File: src/rtl/kbd_ring_pkg.sv
// -----------------------------------------------------------------------------
// kbd_ring_pkg
//
// Shared definitions for the keyboard ring writer:
//   - kbd_state_e : FSM state encoding of kbd_ring_writer
//   - TAIL_OFS / HEAD_OFS / DATA_OFS : byte offsets inside the ring control
//     block (tail word, head word, first data word)
//   - KBD_RING_* : default CPU-side memory map, kept here so the software
//     header and the RTL are generated from the same numbers
//   - clog2() : ring pointer width for a given ring depth
// -----------------------------------------------------------------------------
package kbd_ring_pkg;

    typedef enum logic [2:0] {
        ST_INIT_TAIL = 3'd0,
        ST_INIT_HEAD = 3'd1,
        ST_IDLE      = 3'd2,
        ST_RD_HEAD   = 3'd3,
        ST_WAIT_HEAD = 3'd4,
        ST_WR_DATA   = 3'd5,
        ST_WR_TAIL   = 3'd6
    } kbd_state_e;

    localparam logic [31:0] TAIL_OFS = 32'd0;
    localparam logic [31:0] HEAD_OFS = 32'd4;
    localparam logic [31:0] DATA_OFS = 32'd8;

    // CPU-visible memory map of the default build.
    localparam logic [31:0] KBD_RING_BASE_ADDR = 32'h0000_1000;
    localparam int          KBD_RING_DEPTH     = 16;
    localparam logic [31:0] KBD_RING_TAIL_ADDR = KBD_RING_BASE_ADDR + TAIL_OFS;
    localparam logic [31:0] KBD_RING_HEAD_ADDR = KBD_RING_BASE_ADDR + HEAD_OFS;
    localparam logic [31:0] KBD_RING_DATA_ADDR = KBD_RING_BASE_ADDR + DATA_OFS;

    // Ceiling log2; gives the ring pointer width for a power-of-2 depth.
    function automatic int clog2(input int value);
        int r;
        r = 0;
        for (int i = 0; i < 31; i++) begin
            if ((1 << i) < value) begin
                r = i + 1;
            end
        end
        return r;
    endfunction

endpackage : kbd_ring_pkg

File: src/rtl/kbd_ring_writer.sv
// -----------------------------------------------------------------------------
// kbd_ring_writer
//
// Pushes PS/2 scancodes into a word ring buffer held in data memory, using
// memory port B as a bus master. The bridge owns the tail word, the CPU owns
// the head word; both live in the control block at BASE_ADDR.
//
// Ports:
//   clk        in   memory port B clock
//   rst        in   synchronous, active-high reset
//   kbd_code   in   [7:0]  scancode from the PS/2 receiver
//   kbd_valid  in          kbd_code valid
//   kbd_ready  out         code accepted this cycle when kbd_valid is high
//   io_addr    out  [31:0] port B byte address (word aligned)
//   io_wren    out         port B write enable
//   io_wdata   out  [31:0] port B write data
//   io_rdata   in   [31:0] port B read data, RD_LAT cycles after io_addr
//   busy       out         high in every state except IDLE
//   ovf_cnt    out  [15:0] saturating count of dropped codes
//                          (present only when KBD_RING_DROP_EN is defined)
//
// Build option KBD_RING_DROP_EN: when the ring is full the pending code is
// dropped and counted instead of stalling the keyboard side.
// -----------------------------------------------------------------------------
module kbd_ring_writer
    import kbd_ring_pkg::*;
#(
    parameter logic [31:0] BASE_ADDR = 32'h0000_1000,
    parameter int          DEPTH     = 16,
    parameter int          RD_LAT    = 1
) (
    input  logic        clk,
    input  logic        rst,
    input  logic [7:0]  kbd_code,
    input  logic        kbd_valid,
    output logic        kbd_ready,
    output logic [31:0] io_addr,
    output logic        io_wren,
    output logic [31:0] io_wdata,
    input  logic [31:0] io_rdata,
`ifdef KBD_RING_DROP_EN
    output logic [15:0] ovf_cnt,
`endif
    output logic        busy
);

    localparam int PW = clog2(DEPTH);

    kbd_state_e      state_q, state_d;
    logic [PW-1:0]   tail_q, tail_d;
    logic [7:0]      code_q, code_d;
    logic [1:0]      cnt_q, cnt_d;
    // Low during reset and for the first cycle after it, so the INIT_TAIL
    // write is only driven once the memory is out of reset.
    logic            run_q;
    logic [PW-1:0]   next_tail;
    logic [PW-1:0]   head;
`ifdef KBD_RING_DROP_EN
    logic [15:0]     ovf_q, ovf_d;
`endif

    // Only the pointer bits of the head word matter.
    logic unused_rdata;
    assign unused_rdata = ^io_rdata[31:PW];

    assign next_tail = tail_q + PW'(1);
    assign head      = io_rdata[PW-1:0];

    // ---------------------------------------------------------------- next state
    always_comb begin
        state_d = state_q;
        tail_d  = tail_q;
        code_d  = code_q;
        cnt_d   = cnt_q;
`ifdef KBD_RING_DROP_EN
        ovf_d   = ovf_q;
`endif
        case (state_q)
            ST_INIT_TAIL: begin
                if (run_q) begin
                    state_d = ST_INIT_HEAD;
                end
            end
            ST_INIT_HEAD: state_d = ST_IDLE;
            ST_IDLE: begin
                if (kbd_valid) begin
                    code_d  = kbd_code;
                    state_d = ST_RD_HEAD;
                end
            end
            ST_RD_HEAD: begin
                cnt_d   = 2'(RD_LAT);
                state_d = ST_WAIT_HEAD;
            end
            ST_WAIT_HEAD: begin
                cnt_d = cnt_q - 2'd1;
                if (cnt_q == 2'd1) begin
                    // One slot stays empty: advancing onto head means full.
                    if (next_tail == head) begin
`ifdef KBD_RING_DROP_EN
                        state_d = ST_IDLE;
                        if (ovf_q != 16'hFFFF) begin
                            ovf_d = ovf_q + 16'd1;
                        end
`else
                        state_d = ST_RD_HEAD;
`endif
                    end else begin
                        state_d = ST_WR_DATA;
                    end
                end
            end
            ST_WR_DATA: state_d = ST_WR_TAIL;
            ST_WR_TAIL: begin
                tail_d  = next_tail;
                state_d = ST_IDLE;
            end
            default: state_d = ST_INIT_TAIL;
        endcase
    end

    // ---------------------------------------------------------------- outputs
    // Decoded from registered state only; kbd_valid and io_rdata never reach
    // an output combinationally.
    always_comb begin
        io_addr  = BASE_ADDR + TAIL_OFS;
        io_wren  = 1'b0;
        io_wdata = 32'd0;
        case (state_q)
            ST_INIT_TAIL: io_wren = run_q;
            ST_INIT_HEAD: begin
                io_addr = BASE_ADDR + HEAD_OFS;
                io_wren = 1'b1;
            end
            ST_RD_HEAD, ST_WAIT_HEAD: io_addr = BASE_ADDR + HEAD_OFS;
            ST_WR_DATA: begin
                io_addr  = BASE_ADDR + DATA_OFS + {{(30-PW){1'b0}}, tail_q, 2'b00};
                io_wdata = {24'd0, code_q};
                io_wren  = 1'b1;
            end
            ST_WR_TAIL: begin
                // Tail moves only after its data word is in memory.
                io_wdata = {{(32-PW){1'b0}}, next_tail};
                io_wren  = 1'b1;
            end
            default: ;
        endcase
    end

    assign kbd_ready = (state_q == ST_IDLE);
    assign busy      = (state_q != ST_IDLE);
`ifdef KBD_RING_DROP_EN
    assign ovf_cnt   = ovf_q;
`endif

    // ---------------------------------------------------------------- registers
    always_ff @(posedge clk) begin
        if (rst) begin
            state_q <= ST_INIT_TAIL;
            tail_q  <= '0;
            cnt_q   <= 2'd0;
            run_q   <= 1'b0;
`ifdef KBD_RING_DROP_EN
            ovf_q   <= 16'd0;
`endif
        end else begin
            state_q <= state_d;
            tail_q  <= tail_d;
            cnt_q   <= cnt_d;
            run_q   <= 1'b1;
`ifdef KBD_RING_DROP_EN
            ovf_q   <= ovf_d;
`endif
        end
    end

    always_ff @(posedge clk) begin
        code_q <= code_d;
    end

endmodule : kbd_ring_writer

File: config.mk
export PLATFORM = sky130hd
export DESIGN_NAME = kbd_ring_writer
export DESIGN_NICKNAME = d
export VERILOG_FILES = /design/src/rtl/kbd_ring_pkg.sv /design/src/rtl/kbd_ring_writer.sv
export SDC_FILE = /design/constraint.sdc
export NUM_CORES = 1
export LEC_CHECK = 0
export CORE_UTILIZATION = 34
export CTS_CLUSTER_SIZE = 20
export DETAILED_ROUTE_END_ITERATION = 8
export HOLD_SLACK_MARGIN = 0.12
export PLACE_DENSITY = 0.82
export SETUP_SLACK_MARGIN = 0.5
export SYNTH_ARGS = -nofsm -noshare
export SYNTH_HDL_FRONTEND = slang
export SYNTH_SLANG_ARGS = --single-unit
File: constraint.sdc
create_clock -name clk -period 1.75 [get_ports clk]
set_input_delay 0.4375 -clock clk [delete_from_list [all_inputs] [get_ports clk]]
set_output_delay 0.4375 -clock clk [all_outputs]
set_load 0.02 [all_outputs]
# Word level (Yosys, flattened, before mapping)
# Cells that the tools add are included.
# totals
ff_bits,18
output_inout_bits,67
# classes
add_sub_neg,3
eq_ne,12
mux,10
reduce_logical,7
# ops
operator,count
14-bit case mux with 2 select lines,1
3-bit case mux with 6 select lines,1
8-bit case mux with 2 select lines,1
"13-bit by 6-bit adder with 14-bit output, first input constant",1
3-bit two-way mux,4
"3-bit == test, second input constant",3
"3-bit by 2-bit == test with 1-bit output, second input constant",2
"2-bit inequality test, second input constant",3
3-bit OR reduction,2
"4-bit by 1-bit adder with 4-bit output, second input constant",1
4-bit == test,1
2-bit case mux with 2 select lines,1
"3-bit by 1-bit == test with 1-bit output, second input constant",1
3-bit zero test,1
"3-bit by 2-bit inequality test with 1-bit output, second input constant",1
3-bit AND reduction,1
"2-bit by 1-bit == test with 1-bit output, second input constant",1
1-bit case mux with 2 select lines,1
2-bit AND reduction,1
2-bit nonzero test,1
2-bit OR reduction,1
"2-bit by 1-bit subtractor with 2-bit output, second input constant",1
1-bit two-way mux,1

# Logic depth before layout (Yosys ltp)
# logic_depth
ltp_word,5
ltp_mapped,5

# Worst setup path before layout
# Ideal clock, no wire load.
# synth_path
path_kind,register to register
start,reg state_q[0]
end,"reg code_q[0], enable pin"
arrival_ps,1478
t_required_ps,1418
setup_slack_ps,-60
stages_incl_launch_ff,4
path_buffers,1
cell_sequence,dfxtp_1 -> buf_2 -> nor3b_1 -> and2_1
# synth_between
elab_chain_cells,2
# synth_lines
element,line,source
from (decl),kbd_ring_writer.sv:49,"kbd_state_e state_q, state_d;"
from (signal assigned),kbd_ring_writer.sv:167,state_q <= state_d;
3-bit by 2-bit == test with 1-bit output,-,
named net kbd_ready,kbd_ring_writer.sv:36,"output logic kbd_ready,"
2-bit AND reduction (no line),-,
to (signal assigned),kbd_ring_writer.sv:178,code_q <= code_d;
to (decl),kbd_ring_writer.sv:51,"logic [7:0] code_q, code_d;"
# The timed path passes the listed nets, and every way through them passes these cells.
# A chain may end at the register's enable or synchronous reset.

# Final worst setup path
# layout_path
start,reg tail_q[1]
end,out io_wdata[3]
# layout_between
elab_chain_cells,2
# layout_lines
element,line,source
from (decl),kbd_ring_writer.sv:50,"logic [PW-1:0] tail_q, tail_d;"
from (signal assigned),kbd_ring_writer.sv:168,tail_q <= tail_d;
4-bit by 1-bit adder with 4-bit output,kbd_ring_writer.sv:66,assign next_tail = tail_q + PW'(1);
8-bit case mux with 2 select lines,kbd_ring_writer.sv:129,case (state_q)
to (decl),kbd_ring_writer.sv:39,"output logic [31:0] io_wdata,"
# No other way between the ends.

==> impl_metrics.tcl <==
set metrics [dict create \
    vias 1086 \
    whs_ps 480 \
    swShare_pct 34.8 \
    path_clk_slew_ps 70 \
    total_power_mw 1.29 \
    synthArstFlopShare_pct 0 \
    power.density_mw_per_mm2 584 \
    multi_input_comb_area_mm2 0.00101 \
    min_path_cells 2 \
    cts_made_buffers 3 \
    min_from "cnt_q[1]$_SDFFE_PP0P_" \
    final_core_util_pct 55.4 \
    violations "design-rule violations, negative setup slack" \
    grt_pass1_wl_um 4750 \
    grt_use_total_pct 14.4 \
    crit_path_end_kind "output pin" \
    cts_buffer_depth 2 \
    r2r_start "tail_q[1]$_SDFFE_PP0P_" \
    synthCells 151 \
    grt_max_degree 12 \
    syn_area_mm2 0.00142 \
    cts_tree "yes" \
    viasPerCell 4.16 \
    min_to "cnt_q[1]$_SDFFE_PP0P_" \
    grt_setup_unrepaired "true" \
    crit_required_ps 1310 \
    clkLatencyLatePin_ps 260 \
    ys_types 41 \
    grt_pass1_vias 994 \
    r2r_cells 6 \
    hold_class "reg2reg" \
    drc 2 \
    drtIter0Drc 28 \
    yosysWarnings 0 \
    antenna_found_initial 0 \
    min_period_ps 1780 \
    seqCellArea_um2 462 \
    place_area_mm2 0.00187 \
    ys_ff_latch 18 \
    critPathKind "reg2out" \
    final-setup-viol-count 1 \
    yosys.area.top_type "buf_4" \
    rrSetupSlack_ps 280 \
    cts_root_buffer "clkbuf_8" \
    clock_power_share_pct 23.6 \
    drive_gt1_share_pct 46.9 \
    p_comb_share_pct 38.7 \
    die_y_um 66.7 \
    path_delay_family "flip-flops" \
    drt_first_pass_iters 5 \
    finalClockSkew_ps 4.45 \
    p_int_uw 845 \
    net-switching-power_uw 450 \
    initial_core_util_pct 35.5 \
    p_seq_share_pct 37.7 \
    yosysTopAreaCellShare_pct 27.5 \
    cts.sinks 18 \
    synth-main-ff-cell "dfxtp_1" \
    status "finished with violations" \
    max_cap_violations 0 \
    grt-ovfl-total 0 \
    cts_hold_buf 0 \
    gp_congestion 0.815 \
    peakVddDrop_mv 0.417 \
    crit_path_max_incr_delay_ps 390 \
    port_buffers 30 \
    dp.cells 247 \
    period_share_pct 102 \
    cts_max_level 1 \
    max_freq_ghz 0.561 \
    hpwl_um 2130 \
    crit_path_start_kind "register" \
    crit_chain "ha_4 -> nand2_4 -> xnor2_4 -> a22o_4 -> buf_6" \
    hold_violations 0 \
    synth.avg_cell_area_um2 9.41 \
    slowest_stage "dfxtp_4" \
    core-area_mm2 0.00400 \
    instances_no_fill 261 \
    drt-total-wl_um 2960 \
    dieArea_mm2 0.00444 \
    num_antenna_cells 0 \
    r2r-end "state_q[1]$_SDFFE_PP0P_" \
    critPathBufInv 1 \
    synth_edf_count 8 \
    path_max_fanout 4 \
    fin_area_mm2 0.00222 \
    die_x_um 66.7 \
    rows 23 \
    avgRoutedWirePerCell_um 11.3 \
    worstPathArrival_ps 1340 \
    fin_ws_ps -31.4 \
    ant_nets 0 \
    nFillCells 353 \
    fin_nets 258 \
    post-place-ws_ps -227 \
    maxSlewViolCount 0 \
    leakage_nw 1.02 \
    ys_seq_area_share_pct 31.0 \
    netlist_top_cells_area "buf_4, edfxtp_1, dfxtp_1, xor3_1, xor2_1" \
    tns_ps -31.4 \
    pin_count 110 \
    area_growth_pct 56.0 \
]
-- routing by layer --
layer	GRT usage, %	part of all wire (%)	vias up
li1	-	-	530
met1	17.8	42	506
met2	24.5	52	48
met3	4.11	5.9	2
met4	3.46	0.30	0
met5	0	0	-
-- power by group through the flow --
stage	Sequential [mW]	Clock (mW)	Combinational, mW
2_1_floorplan	0.493	0	0.378
3_3_place_gp	0.494	0	0.409
3_5_place_dp	0.496	0	0.417
4_1_cts	0.486	0.311	0.469
5_1_grt	0.492	0.329	0.540
6_report	0.489	0.305	0.501
-- kinds of logic (layout without fill, tap and decap cells) --
family / count (synthesis) / after routing / share of synthesized area, %
flip-flops: 18 / 18 / 31.0
AND/OR/NAND/NOR: 33 / 33 / 13.9
adder cells (fa/ha/maj): 3 / 3 / 2.64
other: 2 / 51 / 0.528
XOR/XNOR: 10 / 10 / 8.28
multiplexers: 1 / 1 / 0.704
AO/OA/AOI/OAI: 22 / 22 / 12.1
buffers and inverters: 62 / 73 / 30.9
-- repair_timing --
item                       4_1_cts  5_1_grt
resized for setup              128       12
setup endpoints to repair       30       30
buffers inserted                 7        3
pin swaps                       18       13
gates cloned                     0        0
-- worst register-to-register path, stage by stage (launching register included) --
cell and delay [ps]:
dfxtp_4 370, ha_4 170, nand2_4 80, buf_4 110, buf_4 100, xor3_1 260
a32o_1 270
-- worst max path at each step --
stage	end	cells after the start	slack, ps	start
3_3_place_gp	io_wdata[3]	5	-200	tail_q[1]$_SDFFE_PP0P_
6_report	io_wdata[3]	5	-30	tail_q[1]$_SDFFE_PP0P_
2_1_floorplan	io_wdata[3]	4	320	state_q[2]$_SDFFE_PP0P_
3_5_place_dp	io_wdata[3]	5	-230	tail_q[1]$_SDFFE_PP0P_
5_1_grt	io_wdata[3]	5	-70	tail_q[1]$_SDFFE_PP0P_
4_1_cts	io_wdata[3]	5	-40	tail_q[1]$_SDFFE_PP0P_
-- synthesized netlist by cell type (all sizes together) (3+ instances only) --
cell type	count
nor2b	4
inv	5
o21ai	5
a22o	3
ha	3
nand2b	3
xnor2	3
buf	56
dfxtp	10
xor2	5
a211oi	3
and3	5
nand2	4
edfxtp	8
nor2	7
-- placed cells by master (no fill, tap or decap), drive strengths merged, types with 3 or more instances in the layout --
cell | netlist | final
and3 | 5 | 5
dfxtp | 10 | 10
edfxtp | 8 | 8
ha | 3 | 3
nand2b | 3 | 3
nor2b | 4 | 4
a211oi | 3 | 3
xnor2 | 3 | 3
o21ai | 5 | 5
a22o | 3 | 3
clkdlybuf4s50 | 0 | 12
clkbuf | 1 | 3
conb | 2 | 51
inv | 5 | 5
buf | 56 | 50
nand2 | 4 | 4
xor2 | 5 | 5
nor2 | 7 | 7
-- sequential cells by signal, indices dropped and copies added (netlist names) --
name and cells:
tail_q 4, run_q 1, code_q 8, cnt_q 2, state_q 3
-- final cells by class --
cell class | count | area share, %
Clock buffer | 3 | 1.86
Sequential cell | 18 | 20.8
Timing Repair Buffer | 64 | 27.9
Inverter | 5 | 0.846
Tap cell | 50 | 2.82
Clock inverter | 1 | 0.169
Multi-Input combinational cell | 120 | 45.6
No activity file was read; power rests on OpenSTA's default activity.
